### config.mk
export PLATFORM = sky130hd
export DESIGN_NAME = clock_divider_multi_flat
export DESIGN_NICKNAME = d
export VERILOG_FILES = /design/src/rtl/clock_divider_pkg.sv /design/src/rtl/clock_divider_multi_if.sv /design/src/rtl/divider_channel.sv /design/src/rtl/clock_divider_multi.sv /design/src/flat_wrapper.sv
export SDC_FILE = /design/constraint.sdc
export NUM_CORES = 1
export LEC_CHECK = 0
export ABC_AREA = 1
export CORE_ASPECT_RATIO = 1.4
export CORE_MARGIN = 3
export CORE_UTILIZATION = 30
export CTS_CLUSTER_SIZE = 28
export DETAILED_ROUTE_END_ITERATION = 8
export HOLD_SLACK_MARGIN = 0.12
export PLACE_DENSITY = 0.53
export SLEW_MARGIN = 40
export SYNTH_ARGS = -nofsm -noshare
export SYNTH_HDL_FRONTEND = slang
export SYNTH_SLANG_ARGS = --single-unit
export TNS_END_PERCENT = 5
### constraint.sdc
create_clock -name clk_in -period 8.05 [get_ports clk_in]
set_input_delay 1.2075 -clock clk_in [delete_from_list [all_inputs] [get_ports clk_in]]
set_output_delay 1.2075 -clock clk_in [all_outputs]
set_load 0.005 [all_outputs]
### src/rtl/clock_divider_pkg.sv
// clock_divider_pkg: shared types and constants for the multi-channel clock divider.
package clock_divider_pkg;
    localparam int CNT_W_DEF = 32;
    localparam int MAX_CH = 16;
    typedef enum logic {ST_IDLE, ST_RUN} ch_state_t;
    // nearest period for a target output frequency; high time for 50% duty is half of this
    function automatic int unsigned period_for(input int unsigned f_clk, input int unsigned f_out);
        return (f_clk + f_out / 2) / f_out;
    endfunction
endpackage

### src/rtl/clock_divider_multi_if.sv
// clock_divider_multi_if: per-channel control inputs and divided-clock outputs.
interface clock_divider_multi_if #(parameter int NUM_CH = 4, parameter int CNT_W = 32);
    logic [NUM_CH-1:0]       enable;
    logic [NUM_CH*CNT_W-1:0] period;
    logic [NUM_CH*CNT_W-1:0] high_count;
    logic                    sync;
    logic [NUM_CH-1:0]       clk_out;
    logic [NUM_CH-1:0]       tick;
    logic [NUM_CH-1:0]       active;
    modport master (output enable, period, high_count, sync, input clk_out, tick, active);
    modport slave (input enable, period, high_count, sync, output clk_out, tick, active);
endinterface

### src/rtl/divider_channel.sv
// divider_channel: one programmable-period, programmable-duty divided clock with shadowed config.
module divider_channel
    import clock_divider_pkg::*;
#(
    parameter int CNT_W = CNT_W_DEF
) (
    input  logic             clk_in,
    input  logic             reset_n,
    input  logic             enable,
    input  logic             sync,
    input  logic [CNT_W-1:0] period,
    input  logic [CNT_W-1:0] high_count,
    output logic             clk_out,
    output logic             tick,
    output logic             active
);
    ch_state_t        state;
    logic [CNT_W-1:0] cnt, p_s, h_s;
    logic             load, valid;
    logic [CNT_W-1:0] cnt_nxt;

    // config is only taken at a start, wrap or sync so mid-period writes never glitch the output
    assign load    = sync || state == ST_IDLE || cnt == p_s - CNT_W'(1);
    assign valid   = period >= CNT_W'(2);
    assign cnt_nxt = cnt + CNT_W'(1);

    always_ff @(posedge clk_in or negedge reset_n) begin
        if (!reset_n) begin
            state   <= ST_IDLE;
            cnt     <= '0;
            p_s     <= '0;
            h_s     <= '0;
            clk_out <= 1'b0;
            tick    <= 1'b0;
            active  <= 1'b0;
        end else if (!enable || (load && !valid)) begin
            state   <= ST_IDLE;
            cnt     <= '0;
            clk_out <= 1'b0;
            tick    <= 1'b0;
            active  <= 1'b0;
        end else if (load) begin
            state   <= ST_RUN;
            cnt     <= '0;
            p_s     <= period;
            h_s     <= high_count;
            clk_out <= high_count != '0;
            tick    <= 1'b1;
            active  <= 1'b1;
        end else begin
            cnt     <= cnt_nxt;
            clk_out <= cnt_nxt < h_s;
            tick    <= 1'b0;
        end
    end
endmodule

### src/rtl/clock_divider_multi.sv
// clock_divider_multi: NUM_CH independent divided clocks sharing one fabric clock and a global sync.
module clock_divider_multi
    import clock_divider_pkg::*;
#(
    parameter int NUM_CH = 4,
    parameter int CNT_W  = CNT_W_DEF
) (
    input  logic                  clk_in,
    input  logic                  reset_n,
    clock_divider_multi_if.slave  bus
);
    logic [NUM_CH-1:0] clk_out_v, tick_v, active_v;

    for (genvar i = 0; i < NUM_CH; i++) begin : g_ch
        divider_channel #(.CNT_W(CNT_W)) u_ch (
            .clk_in     (clk_in),
            .reset_n    (reset_n),
            .enable     (bus.enable[i]),
            .sync       (bus.sync),
            .period     (bus.period[i*CNT_W +: CNT_W]),
            .high_count (bus.high_count[i*CNT_W +: CNT_W]),
            .clk_out    (clk_out_v[i]),
            .tick       (tick_v[i]),
            .active     (active_v[i])
        );
    end

    assign bus.clk_out = clk_out_v;
    assign bus.tick    = tick_v;
    assign bus.active  = active_v;
endmodule

### src/flat_wrapper.sv
// flat-port wrapper written by rule: the top's interface ports become plain ports
module clock_divider_multi_flat import clock_divider_pkg::*;
#(
    parameter int NUM_CH = 4,
    parameter int CNT_W  = CNT_W_DEF
)
  (clk_in, reset_n, bus_enable, bus_period, bus_high_count, bus_sync, bus_clk_out, bus_tick, bus_active);
  clock_divider_multi_if #(.NUM_CH(NUM_CH), .CNT_W(CNT_W)) bus_i ();
  input  logic clk_in;
  input  logic reset_n;
  input wire logic [$bits(bus_i.enable)-1:0] bus_enable;
  input wire logic [$bits(bus_i.period)-1:0] bus_period;
  input wire logic [$bits(bus_i.high_count)-1:0] bus_high_count;
  input wire logic [$bits(bus_i.sync)-1:0] bus_sync;
  output wire logic [$bits(bus_i.clk_out)-1:0] bus_clk_out;
  output wire logic [$bits(bus_i.tick)-1:0] bus_tick;
  output wire logic [$bits(bus_i.active)-1:0] bus_active;
  assign bus_i.enable = bus_enable;
  assign bus_i.period = bus_period;
  assign bus_i.high_count = bus_high_count;
  assign bus_i.sync = bus_sync;
  assign bus_clk_out = bus_i.clk_out;
  assign bus_tick = bus_i.tick;
  assign bus_active = bus_i.active;
  clock_divider_multi #(.NUM_CH(NUM_CH), .CNT_W(CNT_W)) u_core (.clk_in(clk_in), .reset_n(reset_n), .bus(bus_i));
endmodule
==> results of run 1 <==
==> per-stage QoR <==
step	cells	utilization, %	power (mW)	hold slack, ns
after global routing	5380	36.19	5.848	0.4586
final	5383	36.20	5.505	0.4666
after CTS	5379	36.16	5.600	0.4734
after detailed placement	5295	34.43	3.379	0.4583
after floorplan	3931	-	2.971	0.4419
after global placement	5295	34.39	3.363	0.4540
==> cells in the final DEF, fill, tap and decap left out, drive strengths merged, types with 8 or more instances in the layout <==
cell,count
a21oi,84
and2,8
buf,23
clkbuf,60
clkdlybuf4s50,273
clkinv,14
dfrtp,396
ha,132
inv,531
nand2,1181
nand3,401
nand3b,21
nand4,93
nor2,525
nor3,39
nor4,81
o21a,8
o21ai,60
o21bai,21
or2,8
xnor2,55
xor2,156
==> worst max-delay path: cells and delay by family (launching register included) <==
family / cells / cell delay, ns
AOI/OAI and AO/OA: 1 / 0.19
buffers and inverters: 3 / 1.18
DFF: 1 / 0.40
adders and majority gates: 1 / 0.20
and+or+nand+nor: 12 / 2.12
==> layout make-up <==
cell class / instances / area, um2
repair buffers: 296 / 2957
flip-flops and latches: 396 / 9910
multi-input cells: 2887 / 14670
inverters: 529 / 1986
clock inverters: 24 / 274.0
well taps: 1188 / 1486
clock buffers: 60 / 1275
fillers: 9583 / 57390
diodes: 3 / 7.507
==> cell usage after synthesis, drive strengths merged (37+ instances only) <==
| cell type | n |
|---|---|
| inv | 528 |
| xor2 | 156 |
| ha | 132 |
| nor2 | 525 |
| nand4 | 93 |
| nand3 | 401 |
| a21oi | 84 |
| nand2 | 1181 |
| o21ai | 60 |
| buf | 82 |
| xnor2 | 55 |
| dfrtp | 396 |
| nor4 | 81 |
| nor3 | 39 |
| clkbuf | 37 |
==> flip-flops by register name (all words and copies together), names as in the netlist <==
name	flops
u_core.g_ch.u_ch.clk_out	4
u_core.g_ch.u_ch.cnt	128
u_core.g_ch.u_ch.h_s	128
u_core.g_ch.u_ch.p_s	128
u_core.g_ch.u_ch.state	4
u_core.g_ch.u_ch.tick	4
==> per-layer routing <==
| layer | share of wire, % | vias up | global-route usage [%] | wire length, um |
|---|---|---|---|---|
| li1 | - | 12900 | - | - |
| met1 | 42 | 11590 | 20.35 | 34310 |
| met2 | 51 | 401 | 32.18 | 42390 |
| met3 | 3.6 | 135 | 2.187 | 2947 |
| met4 | 3.4 | 4 | 5.994 | 2783 |
| met5 | 0.041 | - | 0 | 34 |
==> power breakdown <==
group	internal [mW]	total (mW)	switching (mW)
logic	0.415	1.01	0.598
registers	2.15	2.32	0.171
clock network	1.26	2.17	0.914
total	3.82	5.51	1.68
==> final timing paths <==
check                                                 start                          end  slack, ns  depth (start not counted)
worst max-delay path             u_core.g_ch[0].u_ch.p_s[0]  u_core.g_ch[0].u_ch.p_s[24]       3.81                         17
worst min-delay path                                reset_n   u_core.g_ch[1].u_ch.h_s[3]       0.47                          1
worst max register to register   u_core.g_ch[0].u_ch.p_s[0]  u_core.g_ch[0].u_ch.p_s[24]       3.81                         17
worst min register to register  u_core.g_ch[1].u_ch.h_s[11]  u_core.g_ch[1].u_ch.h_s[11]       0.47                          2
max in group asynchronous                           reset_n     u_core.g_ch[2].u_ch.tick       6.23                          3
min in group clk_in             u_core.g_ch[1].u_ch.h_s[11]  u_core.g_ch[1].u_ch.h_s[11]       0.47                          2
==> logic make-up after synthesis <==
group | after synthesis | synth area share, %
fa+ha+maj | 132 | 6.050
compound gates | 181 | 3.680
xor+xnor | 212 | 6.852
flops | 396 | 36.30
simple gates | 2362 | 36.91
buf+inv | 648 | 10.21
==> results by group, run 1 <==
Setup path
  • CP most frequent cell: nand2_1
  • CP required: 8.53 ns
  • Critical Path Start Type: flip-flop
  • CP endpoint kind: flip-flop
  • Critical setup path kind: flip-flop to flip-flop
  • CP arrival: 4.72 ns
  • Slowest CP cell: nand2_2
  • Max Fanout on Critical Path: 66
  • Crit path cell chain: inv_1, ha_1, nand2_1, nor2_4, nand2_1, o21bai_1, nand2_1, nor2_1, nand2_1, nor2_1, nand3_1, nand2_2, buf_4, nand2_2, buf_4, nand2_1, nand2_1
  • CP peak stage delay: 0.60 ns

STA
  • Final total negative setup slack: 0 ns
  • Clock skew: 0.03108 ns
  • Relative slew slack: 41.63%
  • Setup violators final: 0
  • Min Clock Period, post-route: 4.236 ns
  • Final Max Tran Viols: 0
  • Setup slack after layout: 3.814 ns
  • Tcrit/Tclk final: 52.63%
  • Final Hold Viols: 0
  • Slew @ Worst Pin: 0.8676 ns
  • RSZ-0062 raised after global routing: false
  • Max Freq: 236.0 MHz

Layout
  • Synth-to-layout area growth: 19.28%
  • Nets: 4,551
  • Final Cell Area: 32,560 um2
  • Share of layout cells above drive strength 1: 3.554%

Synth
  • Distinct cells, synth: 39
  • Post-synth EDFFs: 0
  • Cell count after synthesis: 3,931
  • Synth Register Bits: 396
  • Top post-synthesis cells by area: dfrtp_1, nand2_1, nand3_1, inv_1, nor2_1
  • Syn Nets: 4,326
  • Seq/Total Area, Yosys: 36.30%
  • Mapped Avg Cell Area: 6.945 um2
  • Yosys warnings: 0
  • Mapped Area: 27,300 um2
  • Top_reg_cell synth: dfrtp_1
  • Share of the synthesized area in the top cell type: 36.30%
  • FFs w/ async S/R, synth: 100.0%
  • Largest area contributor in the netlist: dfrtp_1

Power
  • P_leak: 16.38 nW
  • P per Cell Area: 169.1 nW/um2
  • IR drop worst, VDD: 137.8 uV

Routing
  • DR pass1 iterations: 5
  • Vias per cell: 4.648
  • Number of antenna-violating nets in the routed design: 0
  • DRC viols: 0
  • Total Wirelength: 82,460 um
  • Vias post-DR: 25,020
  • Wire per inst: 15.32 um
  • DRT iter0 DRCs: 1,389

GRT
  • First-pass GRT wire length: 132,000 um
  • Largest net degree at the start of global routing: 109
  • Initial antenna violation count: 6
  • Vias in the first global route: 24,900
  • GRT overflow: 0
  • GRT Util Overall: 17.34%

Clocking
  • Clock-pin transition on the worst setup and hold timing paths: 0.06 ns
  • Num CTS Buffers: 46
  • Clk sinks: 396
  • H-tree lvl count: 2
  • Longest Clk Path Bufs: 3
  • Post_cts resized: 0
  • Postcts setup bufs: 0
  • CTS Root Cell: clkbuf_16
  • CTS tree: built
  • Clk_lat worst skew: 0.60 ns
  • Hold_buf cts: 0

Run status
  • Outcome: finished, final reports clean

Place
  • PortBufs: 274
  • DP Area: 30,970 um2
  • Dpl ws: 3.776 ns
  • Gpl congestion: 0.8965
  • Detailed placement HPWL: 65,190 um

Floorplan
  • Die Y: 362.9 um
  • Initial cell density of the core: 30.35%
  • Die Width: 261.0 um
  • Die footprint: 94,710 um2
  • # rows: 130
  • Io pins: 275
  • Core area: 89,950 um2

Job
  • Max Cap Viol: 0

Hold path
  • Worst Hold Class: input port to async pin
Power figures use the tool's default switching activity.
==> run 2: changes to the inputs <==
==> constraint.sdc (replaced) <==
create_clock -name clk_in -period 4.4 [get_ports clk_in]
set_input_delay 0.66 -clock clk_in [delete_from_list [all_inputs] [get_ports clk_in]]
set_output_delay 0.66 -clock clk_in [all_outputs]
set_load 0.005 [all_outputs]
==> run 2 against run 1 <==
Against the previous run:
- sequential share of layout area shrank 0.090 points
- cell count grew 0.20%
- combinational power grew 85%
- clock skew grew 0.0020 ns
- non-clock buffer count grew 12
- clock power grew 83%
- register-to-register slack lost 2.9 ns
- via count shrank 0.16%
- total power grew 83%
- critical path type unchanged
- largest power group unchanged
==> results by group, run 2 (synthesized netlist as in run 1, its figures left out) <==
Place
  • Gpl congestion: 0.9116
  • Dpl ws: 0.6869 ns
  • PortBufs: 274
  • Detailed placement HPWL: 65,770 um
  • Placed insts: 5,307
  • DP Area: 31,110 um2

Floorplan
  • Io pins: 275
  • Die Width: 261.0 um
  • Core area: 89,950 um2
  • Die footprint: 94,710 um2
  • Die Y: 362.9 um
  • # rows: 130
  • Initial cell density of the core: 30.35%

Clocking
  • Postcts setup bufs: 0
  • Clk sinks: 396
  • CTS Root Cell: clkbuf_16
  • Longest Clk Path Bufs: 3
  • Num CTS Buffers: 45
  • Clk_lat worst skew: 0.59 ns
  • H-tree lvl count: 2
  • CTS tree: built
  • Post_cts resized: 0
  • Clock-pin transition on the worst setup and hold timing paths: 0.06 ns

Setup path
  • Max Fanout on Critical Path: 5
  • CP arrival: 4.03 ns
  • CP required: 4.91 ns
  • CP endpoint kind: flip-flop
  • Critical setup path kind: flip-flop to flip-flop
  • Worst R2R Start: u_core.g_ch[3].u_ch.cnt[0]
  • CP startpoint: u_core.g_ch[3].u_ch.cnt[0]
  • Critical Path Start Type: flip-flop

Routing
  • Vias per cell: 4.631
  • Number of antenna-violating nets in the routed design: 0
  • DRT iter0 DRCs: 1,305
  • DRC viols: 0
  • DR pass1 iterations: 5
  • Total Wirelength: 82,760 um
  • Vias post-DR: 24,980
  • Wire per inst: 15.34 um

STA
  • Setup violators final: 0
  • Tcrit/Tclk final: 79.93%
  • Min Clock Period, post-route: 3.517 ns
  • Slew @ Worst Pin: 0.8213 ns
  • Final Hold Viols: 0
  • Clock skew: 0.03311 ns
  • Relative slew slack: 44.75%
  • RSZ-0062 raised after global routing: false
  • Final total negative setup slack: 0 ns
  • Setup slack after layout: 0.8832 ns
  • Final Max Tran Viols: 0
  • Hold WS: 0.4665 ns
  • Max Freq: 284.3 MHz

GRT
  • Largest net degree at the start of global routing: 87
  • GRT overflow: 0
  • First-pass GRT wire length: 133,400 um
  • GRT Util Overall: 17.53%
  • Vias in the first global route: 25,360
  • Initial antenna violation count: 11

Layout
  • Share of layout cells above drive strength 1: 3.595%
  • Non-Filler Instances: 5,394
  • Most common cell after layout, fill and taps aside: nand2_1
  • Final Cell Area: 32,660 um2
  • Nets: 4,562
  • Post-Route Utilization: 36.31%
  • Top flop regs: u_core.g_ch.u_ch.cnt (128), u_core.g_ch.u_ch.h_s (128), u_core.g_ch.u_ch.p_s (128)
  • Synth-to-layout area growth: 19.63%
  • Most frequent cells in the layout: nand2_1, inv_1, nor2_1, nand3_1, dfrtp_1

Power
  • P_leak: 16.46 nW
  • IR drop worst, VDD: 244.8 uV
  • Total power: 10.08 mW
  • P per Cell Area: 308.6 nW/um2

Hold path
  • Worst Hold Class: flip-flop to flip-flop
  • Min-delay src: u_core.g_ch[2].u_ch.h_s[5]

Job
  • Max Cap Viol: 0

Run status
  • Outcome: finished, final reports clean
==> run 2: cell types whose count changed in the layout (fill, tap and decap cells not counted), sizes merged, moves of 2 or more <==
cell	before	now
buf	23	34
clkinvlp	4	1
diode	3	6
clkbuf	60	62
clkinv	14	12
inv	531	529
==> run 2: what timing repair did <==
action	in CTS	in global routing
setup endpoints to repair	0	0
endpoints found under the hold margin	63	0
hold buffers	1	0
==> run 2: cell type report <==
cell class / count / area, um2
inverter: 529 / 1986
clock inverter: 18 / 236.5
tap: 1188 / 1486
clock buffer: 62 / 1291
antenna: 6 / 15.01
fill: 9647 / 57290
timing repair buffer: 308 / 3093
multi-input combinational: 2887 / 14640
sequential: 396 / 9910
==> run 2: power by group <==
part | internal, mW | leakage (nW) | switching, mW | total, mW
Sequential | 3.94 | 5.07 | 0.308 | 4.24
Clock | 2.34 | 0.755 | 1.62 | 3.97
Combinational | 0.769 | 10.6 | 1.10 | 1.87
Total | 7.05 | 16.5 | 3.03 | 10.1
==> run 2: final timing paths <==
path                                               endpoint  slack (ns)  cells after the start
worst min register to register   u_core.g_ch[2].u_ch.h_s[5]        0.47                      2
worst max-delay path            u_core.g_ch[3].u_ch.clk_out        0.88                     19
max in group asynchronous       u_core.g_ch[2].u_ch.p_s[26]        2.79                      3
worst min-delay path             u_core.g_ch[2].u_ch.h_s[5]        0.47                      2
min in group asynchronous        u_core.g_ch[1].u_ch.cnt[0]        0.65                      2
worst max register to register  u_core.g_ch[3].u_ch.clk_out        0.88                     19
==> run 2: per-layer routing <==
| layer | vias to the layer above | routed length [um] | track usage (%) |
|---|---|---|---|
| li1 | 12940 | - | - |
| met1 | 11460 | 34200 | 20.33 |
| met2 | 422 | 42570 | 32.55 |
| met3 | 150 | 3098 | 2.571 |
| met4 | 8 | 2838 | 6.092 |
| met5 | - | 57 | 0 |
==> run 2: critical path, stage by stage (launching register included) <==
cell     delay (ns)
dfrtp_1        0.43
nand2_1        0.09
nor2_1         0.36
nand2_1        0.17
nor2_1         0.15
nand3_1        0.17
nor4_1         0.23
buf_4          0.18
nand2_1        0.08
nor3_1         0.18
xor2_1         0.24
inv_1          0.07
ha_1           0.31
a21oi_1        0.15
o21ai_0        0.10
a41oi_1        0.18
nand2_1        0.07
a21oi_1        0.11
nand4_1        0.09
nand2_1        0.08
==> run 3: changes to the inputs <==
==> constraint.sdc (replaced) <==
create_clock -name clk_in -period 3.5 [get_ports clk_in]
set_input_delay 0.525 -clock clk_in [delete_from_list [all_inputs] [get_ports clk_in]]
set_output_delay 0.525 -clock clk_in [all_outputs]
set_load 0.005 [all_outputs]
==> run 3 against run 2 <==
Against the previous run:
- setup slack worse by 0.52 ns
- routed wire length up 0.33%
- global-route usage down 0.079 points
- via count up 0.16%
- clock-buffer cell count up 3
- die area unchanged
- combinational power up 28%
- clock skew up 0.00059 ns
- critical endpoint unchanged
==> results by group, run 3 (synthesized netlist as in run 1, its figures left out) <==
Clocking
  • CTS tree: built
  • H-tree lvl count: 2
  • Longest Clk Path Bufs: 3
  • CTS Root Cell: clkbuf_16
  • Clock-pin transition on the worst setup and hold timing paths: 0.06 ns
  • Clk sinks: 396
  • Num CTS Buffers: 45
  • Clk_lat worst skew: 0.59 ns

Place
  • PortBufs: 274
  • Gpl congestion: 0.9242
  • Dpl ws: 0.1303 ns
  • Detailed placement HPWL: 66,820 um
  • Placed insts: 5,332
  • DP Area: 31,350 um2

Setup path
  • CP endpoint kind: flip-flop
  • CP arrival: 3.60 ns
  • Critical setup path kind: flip-flop to flip-flop
  • CP startpoint: u_core.g_ch[3].u_ch.cnt[0]
  • CP required: 3.96 ns
  • Critical Path Start Type: flip-flop
  • Worst R2R Start: u_core.g_ch[3].u_ch.cnt[0]
  • Max Fanout on Critical Path: 5

Routing
  • DRC viols: 0
  • Total Wirelength: 83,030 um
  • Vias post-DR: 25,020
  • DR pass1 iterations: 5
  • Vias per cell: 4.618
  • Wire per inst: 15.32 um
  • Number of antenna-violating nets in the routed design: 0
  • DRT iter0 DRCs: 1,332

Power
  • Sw Pwr: 3.808 mW
  • Clock share of power: 39.2%
  • IR drop worst, VDD: 312.3 uV
  • Combinational share of power: 18.8%
  • P per Cell Area: 385.0 nW/um2
  • P_leak: 16.62 nW
  • Switch share: 29.96%
  • Cell Int Power: 8.899 mW
  • Total power: 12.71 mW
  • Sequential Power Share: 42.0%

GRT
  • GRT Util Overall: 17.45%
  • M3 GR Usage: 2.515%
  • Vias in the first global route: 25,120
  • Met1 usage: 20.34%
  • First-pass GRT wire length: 132,400 um
  • Largest net degree at the start of global routing: 78
  • GRT overflow: 0
  • Met2 Use GR: 32.19%
  • Initial antenna violation count: 8
  • Top Usage Layer GRT: met2

STA
  • Max Freq: 319.3 MHz
  • Setup slack after layout: 0.3680 ns
  • Relative slew slack: 49.57%
  • Slew @ Worst Pin: 0.7495 ns
  • Setup violators final: 0
  • Final total negative setup slack: 0 ns
  • Final Hold Viols: 0
  • Final Max Tran Viols: 0
  • Hold WS: 0.4659 ns
  • Tcrit/Tclk final: 89.49%
  • Clock skew: 0.03370 ns
  • Min Clock Period, post-route: 3.132 ns

Floorplan
  • Die footprint: 94,710 um2
  • Die Y: 362.9 um
  • Die Width: 261.0 um
  • Io pins: 275
  • # rows: 130
  • Core area: 89,950 um2
  • Initial cell density of the core: 30.35%

Hold path
  • Worst Hold Class: flip-flop to flip-flop
  • Min-delay src: u_core.g_ch[3].u_ch.h_s[12]

Layout
  • Nets: 4,589
  • Most frequent cells in the layout: nand2_1, inv_1, nor2_1, nand3_1, dfrtp_1
  • Post-Route Utilization: 36.70%
  • Synth-to-layout area growth: 20.91%
  • Share of layout cells above drive strength 1: 4.708%
  • Non-Filler Instances: 5,418
  • Final Cell Area: 33,010 um2
  • Most common cell after layout, fill and taps aside: nand2_1
  • FILL cells: 9,649
  • Top flop regs: u_core.g_ch.u_ch.cnt (128), u_core.g_ch.u_ch.h_s (128), u_core.g_ch.u_ch.p_s (128)

Run status
  • Outcome: finished, final reports clean

Job
  • Max Cap Viol: 0
[run 3: worst paths after layout]
path / endpoint / slack, ns / cells after the start
worst max-delay path: u_core.g_ch[3].u_ch.clk_out / 0.37 / 20
worst min-delay path: u_core.g_ch[3].u_ch.h_s[12] / 0.47 / 2
worst max register to register: u_core.g_ch[3].u_ch.clk_out / 0.37 / 20
worst min register to register: u_core.g_ch[3].u_ch.h_s[12] / 0.47 / 2
max in group asynchronous: u_core.g_ch[2].u_ch.p_s[7] / 2.11 / 3
min in group asynchronous: u_core.g_ch[1].u_ch.h_s[3] / 0.51 / 2
[run 3: what timing repair did]
item | 4_1_cts | 5_1_grt
setup buffers | 0 | 2
hold buffers | 1 | 0
gates resized for setup | 0 | 24
setup endpoints to repair | 0 | 4
endpoints found under the hold margin | 67 | 0
[run 3: worst max-delay path, stage by stage, from the launching register on]
cell      delay (ns)
dfrtp_2         0.40
ha_1            0.19
nand3_1         0.18
nor2_1          0.17
nand2_1         0.11
nor2_1          0.15
nand2_1         0.13
inv_1           0.14
nand3_1         0.13
nor2_1          0.16
xor2_1          0.22
inv_1           0.07
ha_1            0.27
nand2_1         0.06
inv_1           0.07
nand4_1         0.14
o21bai_1        0.18
nand2_1         0.07
a21oi_1         0.04
nand4_1         0.09
nand2_1         0.05
[run 3: layout make-up]
class / instances / area [um2] / share of cell area (%)
multi-input combinational: 2887 / 14720 / 44.59
sequential: 396 / 9915 / 30.04
timing repair buffer: 335 / 3358 / 10.17
inverter: 529 / 1986 / 6.015
tap: 1188 / 1486 / 4.503
clock buffer: 65 / 1344 / 4.071
clock inverter: 15 / 192.7 / 0.5837
antenna: 3 / 7.507 / 0.02274
[run 3: power groups by stage]
stage                     Combinational (mW)  Clock (mW)  Sequential [mW]
after global routing                    2.76        5.34             5.39
after floorplan                         1.56           0             5.27
after global placement                  2.38           0             5.42
final                                   2.39        4.98             5.34
after detailed placement                2.42           0             5.42
after CTS                               2.43        5.18             5.34
[run 3: per-layer routing]
| metal | share of wire [%] | wire length [um] |
|---|---|---|
| met5 | 0.049 | 41 |
| met4 | 3.6 | 2985 |
| met3 | 3.7 | 3101 |
| met2 | 51 | 42410 |
| met1 | 42 | 34490 |
